`config.mk`:
```
export PLATFORM = sky130hd
export DESIGN_NAME = puf_race_launcher
export DESIGN_NICKNAME = d
export VERILOG_FILES = /design/src/rtl/puf_pkg.sv /design/src/rtl/puf_sync2.sv /design/src/rtl/puf_race_launcher.sv
export SDC_FILE = /design/constraint.sdc
export NUM_CORES = 1
export LEC_CHECK = 0
export BUFFER_PORTS_ARGS = -buffer_cell sky130_fd_sc_hd__buf_4
export CORE_UTILIZATION = 52
export CTS_CLUSTER_DIAMETER = 60
export CTS_CLUSTER_SIZE = 30
export DETAILED_ROUTE_END_ITERATION = 7
export HOLD_SLACK_MARGIN = 0.02
export PLACE_DENSITY = 0.84
export SLEW_MARGIN = 20
export SYNTH_ARGS = -nofsm -noshare
export SYNTH_HDL_FRONTEND = slang
export SYNTH_SLANG_ARGS = --single-unit
```
`constraint.sdc`:
```
create_clock -name clk -period 4.1 [get_ports clk]
set_input_delay 0.41 -clock clk [delete_from_list [all_inputs] [get_ports clk]]
set_output_delay 0.41 -clock clk [all_outputs]
set_load 0.01 [all_outputs]
```
`src/rtl/puf_pkg.sv`:
```
// Shared state encoding and default timing constants for the arbiter-PUF race launcher.
package puf_pkg;

    localparam int CHAL_W_DEF      = 64;
    localparam int SETTLE_CYC_DEF  = 4;
    localparam int CAPTURE_CYC_DEF = 4;
    localparam int VOTES_DEF       = 5;

    typedef enum logic [2:0] {
        IDLE    = 3'd0,
        SETTLE  = 3'd1,
        FIRE    = 3'd2,
        SAMPLE  = 3'd3,
        RECOVER = 3'd4,
        DONE    = 3'd5
    } puf_state_e;

endpackage

```
`src/rtl/puf_sync2.sv`:
```
// Two-flop synchroniser bringing the asynchronous arbiter capture result into the clk domain.
module puf_sync2 (
    input  logic clk,
    input  logic rst_n,
    input  logic d,
    output logic q
);

    logic meta_r;
    logic sync_r;

    // Two-stage capture chain; the first stage may go metastable and settles before the second.
    always_ff @(posedge clk or negedge rst_n) begin
        if (!rst_n) begin
            meta_r <= 1'b0;
            sync_r <= 1'b0;
        end else begin
            meta_r <= d;
            sync_r <= meta_r;
        end
    end

    assign q = sync_r;

endmodule

```
`src/rtl/puf_race_launcher.sv`:
```
// Applies a challenge to the PUF delay lines, fires VOTES races and returns a majority-voted response.
module puf_race_launcher
    import puf_pkg::*;
#(
    parameter  int CHAL_W      = CHAL_W_DEF,
    parameter  int SETTLE_CYC  = SETTLE_CYC_DEF,
    parameter  int CAPTURE_CYC = CAPTURE_CYC_DEF,
    parameter  int VOTES       = VOTES_DEF,
    localparam int CNT_W       = $clog2(VOTES + 1)
) (
    input  logic              clk,
    input  logic              rst_n,
    input  logic              chal_valid,
    output logic              chal_ready,
    input  logic [CHAL_W-1:0] chal_data,
    output logic [CHAL_W-1:0] chal_out,
    output logic              launch,
    input  logic              arb_in,
    output logic              resp_valid,
    input  logic              resp_ready,
    output logic              resp_bit,
    output logic [CNT_W-1:0]  resp_ones,
    output logic              resp_stable
);

    localparam int CYC_MAX = (SETTLE_CYC > CAPTURE_CYC) ? SETTLE_CYC : CAPTURE_CYC;
    localparam int CYC_W   = $clog2(CYC_MAX + 1);

    localparam logic [CYC_W-1:0] SETTLE_LAST  = CYC_W'(SETTLE_CYC - 1);
    localparam logic [CYC_W-1:0] CAPTURE_LAST = CYC_W'(CAPTURE_CYC - 1);
    localparam logic [CNT_W-1:0] VOTES_C      = CNT_W'(VOTES);
    localparam logic [CNT_W-1:0] HALF_C       = CNT_W'(VOTES / 2);

    puf_state_e       state_r;
    logic [CYC_W-1:0] cyc_r;
    logic [CNT_W-1:0] vote_r;
    logic [CNT_W-1:0] ones_r;
    logic             arb_sync_s;

    puf_sync2 u_sync (
        .clk   (clk),
        .rst_n (rst_n),
        .d     (arb_in),
        .q     (arb_sync_s)
    );

    assign chal_ready = (state_r == IDLE);

    // Race sequencer: launch is set on entry to FIRE and cleared on leaving SAMPLE, so it comes straight from a flop.
    always_ff @(posedge clk or negedge rst_n) begin
        if (!rst_n) begin
            state_r     <= IDLE;
            cyc_r       <= {CYC_W{1'b0}};
            vote_r      <= {CNT_W{1'b0}};
            ones_r      <= {CNT_W{1'b0}};
            chal_out    <= {CHAL_W{1'b0}};
            launch      <= 1'b0;
            resp_valid  <= 1'b0;
            resp_bit    <= 1'b0;
            resp_ones   <= {CNT_W{1'b0}};
            resp_stable <= 1'b0;
        end else begin
            case (state_r)
                IDLE: begin
                    if (chal_valid) begin
                        chal_out <= chal_data;
                        ones_r   <= {CNT_W{1'b0}};
                        vote_r   <= {CNT_W{1'b0}};
                        cyc_r    <= {CYC_W{1'b0}};
                        state_r  <= SETTLE;
                    end
                end
                SETTLE: begin
                    if (cyc_r == SETTLE_LAST) begin
                        cyc_r   <= {CYC_W{1'b0}};
                        launch  <= 1'b1;
                        state_r <= FIRE;
                    end else begin
                        cyc_r <= cyc_r + CYC_W'(1);
                    end
                end
                FIRE: begin
                    if (cyc_r == CAPTURE_LAST) begin
                        cyc_r   <= {CYC_W{1'b0}};
                        state_r <= SAMPLE;
                    end else begin
                        cyc_r <= cyc_r + CYC_W'(1);
                    end
                end
                SAMPLE: begin
                    ones_r  <= ones_r + CNT_W'(arb_sync_s);
                    vote_r  <= vote_r + CNT_W'(1);
                    launch  <= 1'b0;
                    state_r <= RECOVER;
                end
                RECOVER: begin
                    if (cyc_r == SETTLE_LAST) begin
                        cyc_r <= {CYC_W{1'b0}};
                        if (vote_r == VOTES_C) begin
                            resp_valid  <= 1'b1;
                            resp_bit    <= (ones_r > HALF_C);
                            resp_ones   <= ones_r;
                            resp_stable <= (ones_r == {CNT_W{1'b0}}) || (ones_r == VOTES_C);
                            state_r     <= DONE;
                        end else begin
                            launch  <= 1'b1;
                            state_r <= FIRE;
                        end
                    end else begin
                        cyc_r <= cyc_r + CYC_W'(1);
                    end
                end
                DONE: begin
                    if (resp_ready) begin
                        resp_valid <= 1'b0;
                        state_r    <= IDLE;
                    end
                end
                default: begin
                    launch     <= 1'b0;
                    resp_valid <= 1'b0;
                    state_r    <= IDLE;
                end
            endcase
        end
    end

endmodule

```
==> results of run 1 <==
-- logic make-up after synthesis --
| group | after synthesis |
|---|---|
| AND/OR/NAND/NOR | 34 |
| buffers and inverters | 16 |
| AO/OA/AOI/OAI | 21 |
| XOR/XNOR | 4 |
| flip-flops | 85 |
| adder cells (fa/ha/maj) | 5 |
| multiplexers | 72 |
-- Yosys cell counts, drive strengths merged (4+ instances only) --
master	instances
mux2	69
ha	5
inv	4
and2	4
dfrtp	85
nor2	8
o2bb2ai	5
buf	11
-- stage by stage --
| stage | area [µm²] | cells | setup slack, ns | util [%] |
|---|---|---|---|---|
| 3_5_place_dp | 4590 | 444 | 2.15 | 71.5 |
| 5_1_grt | 4790 | 460 | 2.01 | 74.6 |
| 6_report | 4790 | 460 | 2.14 | 74.6 |
| 3_3_place_gp | 4590 | 444 | 2.21 | 71.5 |
| 2_1_floorplan | 3510 | 237 | 2.54 | - |
| 4_1_cts | 4790 | 460 | 2.14 | 74.5 |
-- worst paths after layout --
check	start	endpoint	slack, ns	cells after the start
max	state_r[1]	chal_out[2]	2.14	3
min in group clk	arb_in	u_sync.meta_r	0.16	1
min reg2reg	u_sync.meta_r	u_sync.q	0.36	0
max in group asynchronous	rst_n	chal_out[62]	3.49	1
max reg2reg	state_r[1]	chal_out[2]	2.14	3
min	rst_n	chal_out[26]	0.09	1
-- where the power goes --
group	leakage, µW	internal, µW	switching, µW
clock	0.000100	285	315
combinational	0.00115	939	664
sequential	0.00102	1220	279
total	0.00227	2440	1260
-- flip-flops by register name, indices dropped and copies added, names as in the netlist --
name           flops
chal_out          64
cyc_r              3
ones_r             3
resp_ones          3
state_r            3
vote_r             3
launch             1
resp_bit           1
resp_stable        1
resp_valid         1
u_sync.meta_r      1
u_sync.q           1
-- cell type report --
class / count / area (µm²)
Clock buffer: 9 / 124
Clock inverter: 7 / 73.8
Fill cell: 456 / 1630
Inverter: 4 / 15.0
Multi-Input combinational cell: 136 / 1280
Sequential cell: 85 / 2130
Tap cell: 77 / 96.3
Timing Repair Buffer: 142 / 1070
-- layer usage --
metal	part of all wire [%]	routed length, µm	GRT usage, %	vias up
met4	2.6	204	9.72	0
met2	52	4040	38.6	90
li1	-	-	-	1132
met3	7.3	567	8.01	18
met5	0	0	0	-
met1	38	2950	27.9	1211
-- critical path, delay by kind of cell (launching register included) --
| kind | cells | cell delay, ns |
|---|---|---|
| multiplexers | 1 | 0.40 |
| AND/OR/NAND/NOR | 1 | 0.35 |
| buffers and inverters | 1 | 0.46 |
| flip-flops | 1 | 0.61 |
==> flow_metrics.py, run 1 <==
metrics = {
    "detailed_routing": {
        "post_drt_wl_per_cell_um": 16.9,
        "viasPerCell": 5.33,
        "drc_errors": 7,
        "wl_um": 7770,
        "vias": 2451,
        "drt_pass1_iterations": 6,
        "ant_nets": 0,
        "drtIter0Drc": 108,
    },
    "synth": {
        "ys_types": 38,
        "synthCells": 237,
        "synth_simple_gate_area_share_pct": 6.46,
        "synthArstFlopShare_pct": 100,
        "synth_warnings": 0,
        "synth_compound_area_share_pct": 4.39,
        "synth-seq-cells": 85,
        "synth_adder_area_share_pct": 1.78,
        "synth_top_family_by_area": "multiplexers",
        "synth-edff-count": 0,
        "syn_avg_cell_area_um2": 14.8,
        "synthFlopType": "dfrtp_1",
        "syn_nets": 311,
        "syn_area_um2": 3510,
        "synthXorXnorAreaFrac_pct": 0.999,
        "ys_seq_area_share_pct": 60.6,
        "synth.area.mux_share_pct": 23.0,
        "netlist.area_leader.share_pct": 60.6,
        "synth_top_area_cell": "dfrtp_1",
        "synthTopCellsByArea": "dfrtp_1, mux2_2, ha_1",
    },
    "cts": {
        "cts_setup_buffers": 0,
        "tritoncts": "yes",
        "cts_buffer_depth": 2,
        "path_clk_slew_ns": 0.09,
        "post_cts_resized": 0,
        "cts.sinks": 85,
        "holdBufCountCts": 0,
        "htreeDepth": 3,
        "numCtsBuffers": 9,
        "insertion_delay_ns": 0.36,
        "root_buffer": "clkbuf_8",
    },
    "final_layout": {
        "final_layout_size_suffix_gt1_share_pct": 59.5,
        "final_common_cell": "buf_4",
        "layout.cells.most_common_list": "buf_4, dfrtp_1, mux2_2, clkbuf_8, nor2_1",
        "n_antenna_cell": 0,
        "area_growth_pct": 36.6,
        "nets": 452,
    },
    "timing": {
        "post-route-min-period_ns": 1.96,
        "final_max_slew_viol_count": 0,
        "worst_hold_slack_ns": 0.0889,
        "fmax_mhz": 511,
        "slew_headroom_pct": 50.2,
        "worst_pin_slew_ns": 0.747,
        "fin_skew_ns": 0.0113,
        "rsz0062_at_grt": "false",
        "hold_violations": 0,
        "setup_viol": 0,
        "finalCritPeriodShare_pct": 47.7,
        "tns_ns": 0,
    },
    "grt": {
        "grtUsageTotal_pct": 23.3,
        "antenna_found_initial": 0,
        "grt_overflow": 0,
        "grt_max_degree": 86,
        "grt_pass1_vias": 2551,
        "grt_pass1_wl_um": 12600,
    },
    "critical_path": {
        "cp.required_ns": 4.33,
        "critPathLaunchType": "flip-flop",
        "worstSetupPathType": "reg -> reg",
        "crit_slowest_cell": "dfrtp_1",
        "end_kind": "flip-flop",
        "critPathMaxFanout": 38,
        "path_cells": "nor4b_4, buf_4, mux2_2",
        "max_stage_delay_ns": 0.61,
        "critPathArrivalTime_ns": 2.19,
    },
    "floorplan": {
        "core_um2": 6420,
        "start_util_pct": 54.6,
        "die_w_um": 84.1,
        "ios": 141,
        "dieArea_um2": 7080,
        "die_h_um": 84.1,
        "rows": 29,
    },
    "power_and_ir_drop": {
        "vdd_drop_max_uv": 412,
        "pwr_density_cell_nw_per_um2": 773,
        "p_total_uw": 3700,
        "p_leak_uw": 0.00227,
    },
    "placed_design": {
        "dp.final_hpwl_um": 5630,
        "io_buffer_count": 140,
        "place.gp.congestion": 0.795,
    },
    "run_status": {
        "status": "finished with violations",
        "violations": "design-rule violations",
    },
    "flow_run": {
        "drv_cap": 0,
    },
    "hold_path": {
        "hold_path.class": "in -> async",
    },
}
Power figures use the tool's default switching activity.
==> run 2, diff against run 1 <==
--- a/config.mk
+++ b/config.mk
@@ -6,12 +6,12 @@
 export NUM_CORES = 1
 export LEC_CHECK = 0
 export BUFFER_PORTS_ARGS = -buffer_cell sky130_fd_sc_hd__buf_4
-export CORE_UTILIZATION = 52
+export CORE_UTILIZATION = 43
 export CTS_CLUSTER_DIAMETER = 60
 export CTS_CLUSTER_SIZE = 30
 export DETAILED_ROUTE_END_ITERATION = 7
 export HOLD_SLACK_MARGIN = 0.02
-export PLACE_DENSITY = 0.84
+export PLACE_DENSITY = 0.74
 export SLEW_MARGIN = 20
 export SYNTH_ARGS = -nofsm -noshare
 export SYNTH_HDL_FRONTEND = slang
==> constraint.sdc (replaced) <==
create_clock -name clk -period 1.6 [get_ports clk]
set_input_delay 0.16 -clock clk [delete_from_list [all_inputs] [get_ports clk]]
set_output_delay 0.16 -clock clk [all_outputs]
set_load 0.01 [all_outputs]
==> run 2 against run 1 <==
Compared with the run above: the run ends with negative setup slack left; sequential share of layout area decreased by 4.1 points; sequential cell count stayed put; worst hold slack lost 0.052 ns; sequential power grew to 2.5 times the previous value; maximum frequency rose by 21%; clock skew decreased by 0.0034 ns; register-to-register slack worse by 2.2 ns; global-route usage is 3.6 points lower; cell area increased by 10%; cell count increased by 11%; critical endpoint is now chal_out[16].
==> flow_metrics.py, run 2 (same netlist as run 1, synthesis figures left out) <==
metrics = {
    "critical_path": {
        "critPathMaxFanout": 8,
        "end_kind": "flip-flop",
        "worstSetupPathType": "reg -> reg",
        "critPathLaunchType": "flip-flop",
        "crit_slowest_cell": "dfrtp_1",
        "cp.required_ns": 1.83,
        "max_stage_delay_ns": 0.44,
        "critPathArrivalTime_ns": 1.85,
        "path_cells": "nor4b_4, buf_4, clkbuf_16, buf_12, mux2_2",
        "worstRegToRegCells": 5,
    },
    "placed_design": {
        "place.gp.congestion": 0.827,
        "io_buffer_count": 140,
        "dp.final_hpwl_um": 5950,
        "dp_cells": 487,
        "post-place-ws_ns": -0.0106,
    },
    "detailed_routing": {
        "wl_um": 8460,
        "post_drt_wl_per_cell_um": 16.6,
        "vias": 2613,
        "ant_nets": 0,
        "drc_errors": 0,
        "drt_pass1_iterations": 4,
        "drtIter0Drc": 47,
        "viasPerCell": 5.12,
    },
    "timing": {
        "fin_ws_ns": -0.0217,
        "tns_ns": -0.120,
        "slew_headroom_pct": 78.0,
        "setup_viol": 21,
        "final_max_slew_viol_count": 0,
        "finalCritPeriodShare_pct": 101,
        "rsz0062_at_grt": "true",
        "hold_violations": 0,
        "post-route-min-period_ns": 1.62,
        "fin_skew_ns": 0.00797,
        "worst_pin_slew_ns": 0.326,
        "fmax_mhz": 617,
        "worst_hold_slack_ns": 0.0370,
    },
    "cts": {
        "numCtsBuffers": 9,
        "tritoncts": "yes",
        "cts.sinks": 85,
        "insertion_delay_ns": 0.34,
        "path_clk_slew_ns": 0.08,
        "cts_buffer_depth": 2,
        "htreeDepth": 3,
        "root_buffer": "clkbuf_8",
    },
    "final_layout": {
        "final_common_cell": "buf_4",
        "n_antenna_cell": 0,
        "nets": 478,
        "largest_reg_flops": 64,
        "final_layout_size_suffix_gt1_share_pct": 62.7,
        "layout.cells.most_common_list": "buf_4, dfrtp_1, mux2_2, mux2_4, clkbuf_8",
        "max_flop_register": "chal_out",
        "area_growth_pct": 50.8,
        "fin_cells": 510,
    },
    "grt": {
        "antenna_found_initial": 0,
        "grt_max_degree": 44,
        "grtUsageTotal_pct": 19.7,
        "grt_pass1_vias": 2675,
        "grt_overflow": 0,
        "grt_pass1_wl_um": 13000,
    },
    "run_status": {
        "violations": "negative setup slack",
        "status": "finished with violations",
    },
    "power_and_ir_drop": {
        "p_leak_uw": 0.00255,
        "pwr_density_cell_nw_per_um2": 2010,
        "vdd_drop_max_uv": 1160,
    },
    "floorplan": {
        "start_util_pct": 44.9,
        "ios": 141,
        "die_w_um": 92.3,
        "dieArea_um2": 8520,
        "rows": 32,
        "core_um2": 7810,
        "die_h_um": 92.3,
    },
    "flow_run": {
        "drv_cap": 0,
    },
    "hold_path": {
        "hold_path.class": "in -> reg",
        "min_path_cells": 2,
    },
}
run 2: cell count changes in the layout (fill, tap and decap cells not counted), moves of 2 or more:
| cell | before | now |
|---|---|---|
| buf_12 | 0 | 6 |
| dfrtp_2 | 0 | 2 |
| mux2_4 | 0 | 31 |
| mux2_2 | 67 | 38 |
| dlygate4sd3_1 | 0 | 3 |
| dfrtp_1 | 85 | 83 |
| clkinv_2 | 2 | 0 |
| mux2_1 | 2 | 0 |
| buf_4 | 141 | 157 |
| inv_6 | 2 | 0 |
| clkbuf_16 | 0 | 2 |
| clkbuf_8 | 9 | 12 |
run 2: timing repair:
item | 4_1_cts | 5_1_grt
setup endpoints to repair | 36 | 70
resized for setup | 4 | 31
pin swaps | 1 | 2
setup buffers | 1 | 2
hold buffers | 3 | 0
endpoints found under the hold margin | 25 | 0
gates cloned | 0 | 2
run 2: path summary, 6_finish.rpt:
path                                 to           from  slack, ns
setup / recovery           chal_out[16]     state_r[2]      -0.02
hold / removal             chal_out[49]  chal_data[49]       0.04
setup reg to reg           chal_out[16]     state_r[2]      -0.02
hold reg to reg                u_sync.q  u_sync.meta_r       0.35
max in group asynchronous  chal_out[24]          rst_n       0.74
min in group asynchronous  chal_out[52]          rst_n       0.29
run 2: layer usage:
layer | global-route usage [%] | vias to the layer above | part of all wire [%]
li1 | - | 1184 | -
met2 | 32.2 | 116 | 50
met3 | 8.13 | 13 | 10
met5 | 0 | - | 0
met4 | 7.68 | 0 | 1.7
met1 | 23.2 | 1300 | 39
run 2: cell type report:
type	instances	area [µm²]
inverter	4	15.0
tap	102	128
sequential	85	2130
clock buffer	12	165
timing repair buffer	168	1380
multi-input combinational	136	1410
fill	582	2520
clock inverter	3	67.6
run 2: metrics by stage:
| step | power (µW) | area, µm² | util [%] |
|---|---|---|---|
| floorplan | 6080 | 3510 | - |
| global placement | 8240 | 4830 | 61.9 |
| detailed placement | 8410 | 4830 | 61.9 |
| CTS | 10200 | 5110 | 65.5 |
| global route | 11200 | 5290 | 67.8 |
| finish | 10600 | 5290 | 67.8 |
run 2: report_power, final:
group          switching (µW)  leakage, µW  internal, µW
Sequential                631      0.00102          3140
Combinational            1990      0.00142          3130
Clock                     734     0.000115          1000
run 2: critical path: cells and delay by family, from the launching register on:
family,cells,cell delay [ns]
simple gates,1,0.29
buf+inv,3,0.46
mux,1,0.33
flops,1,0.44
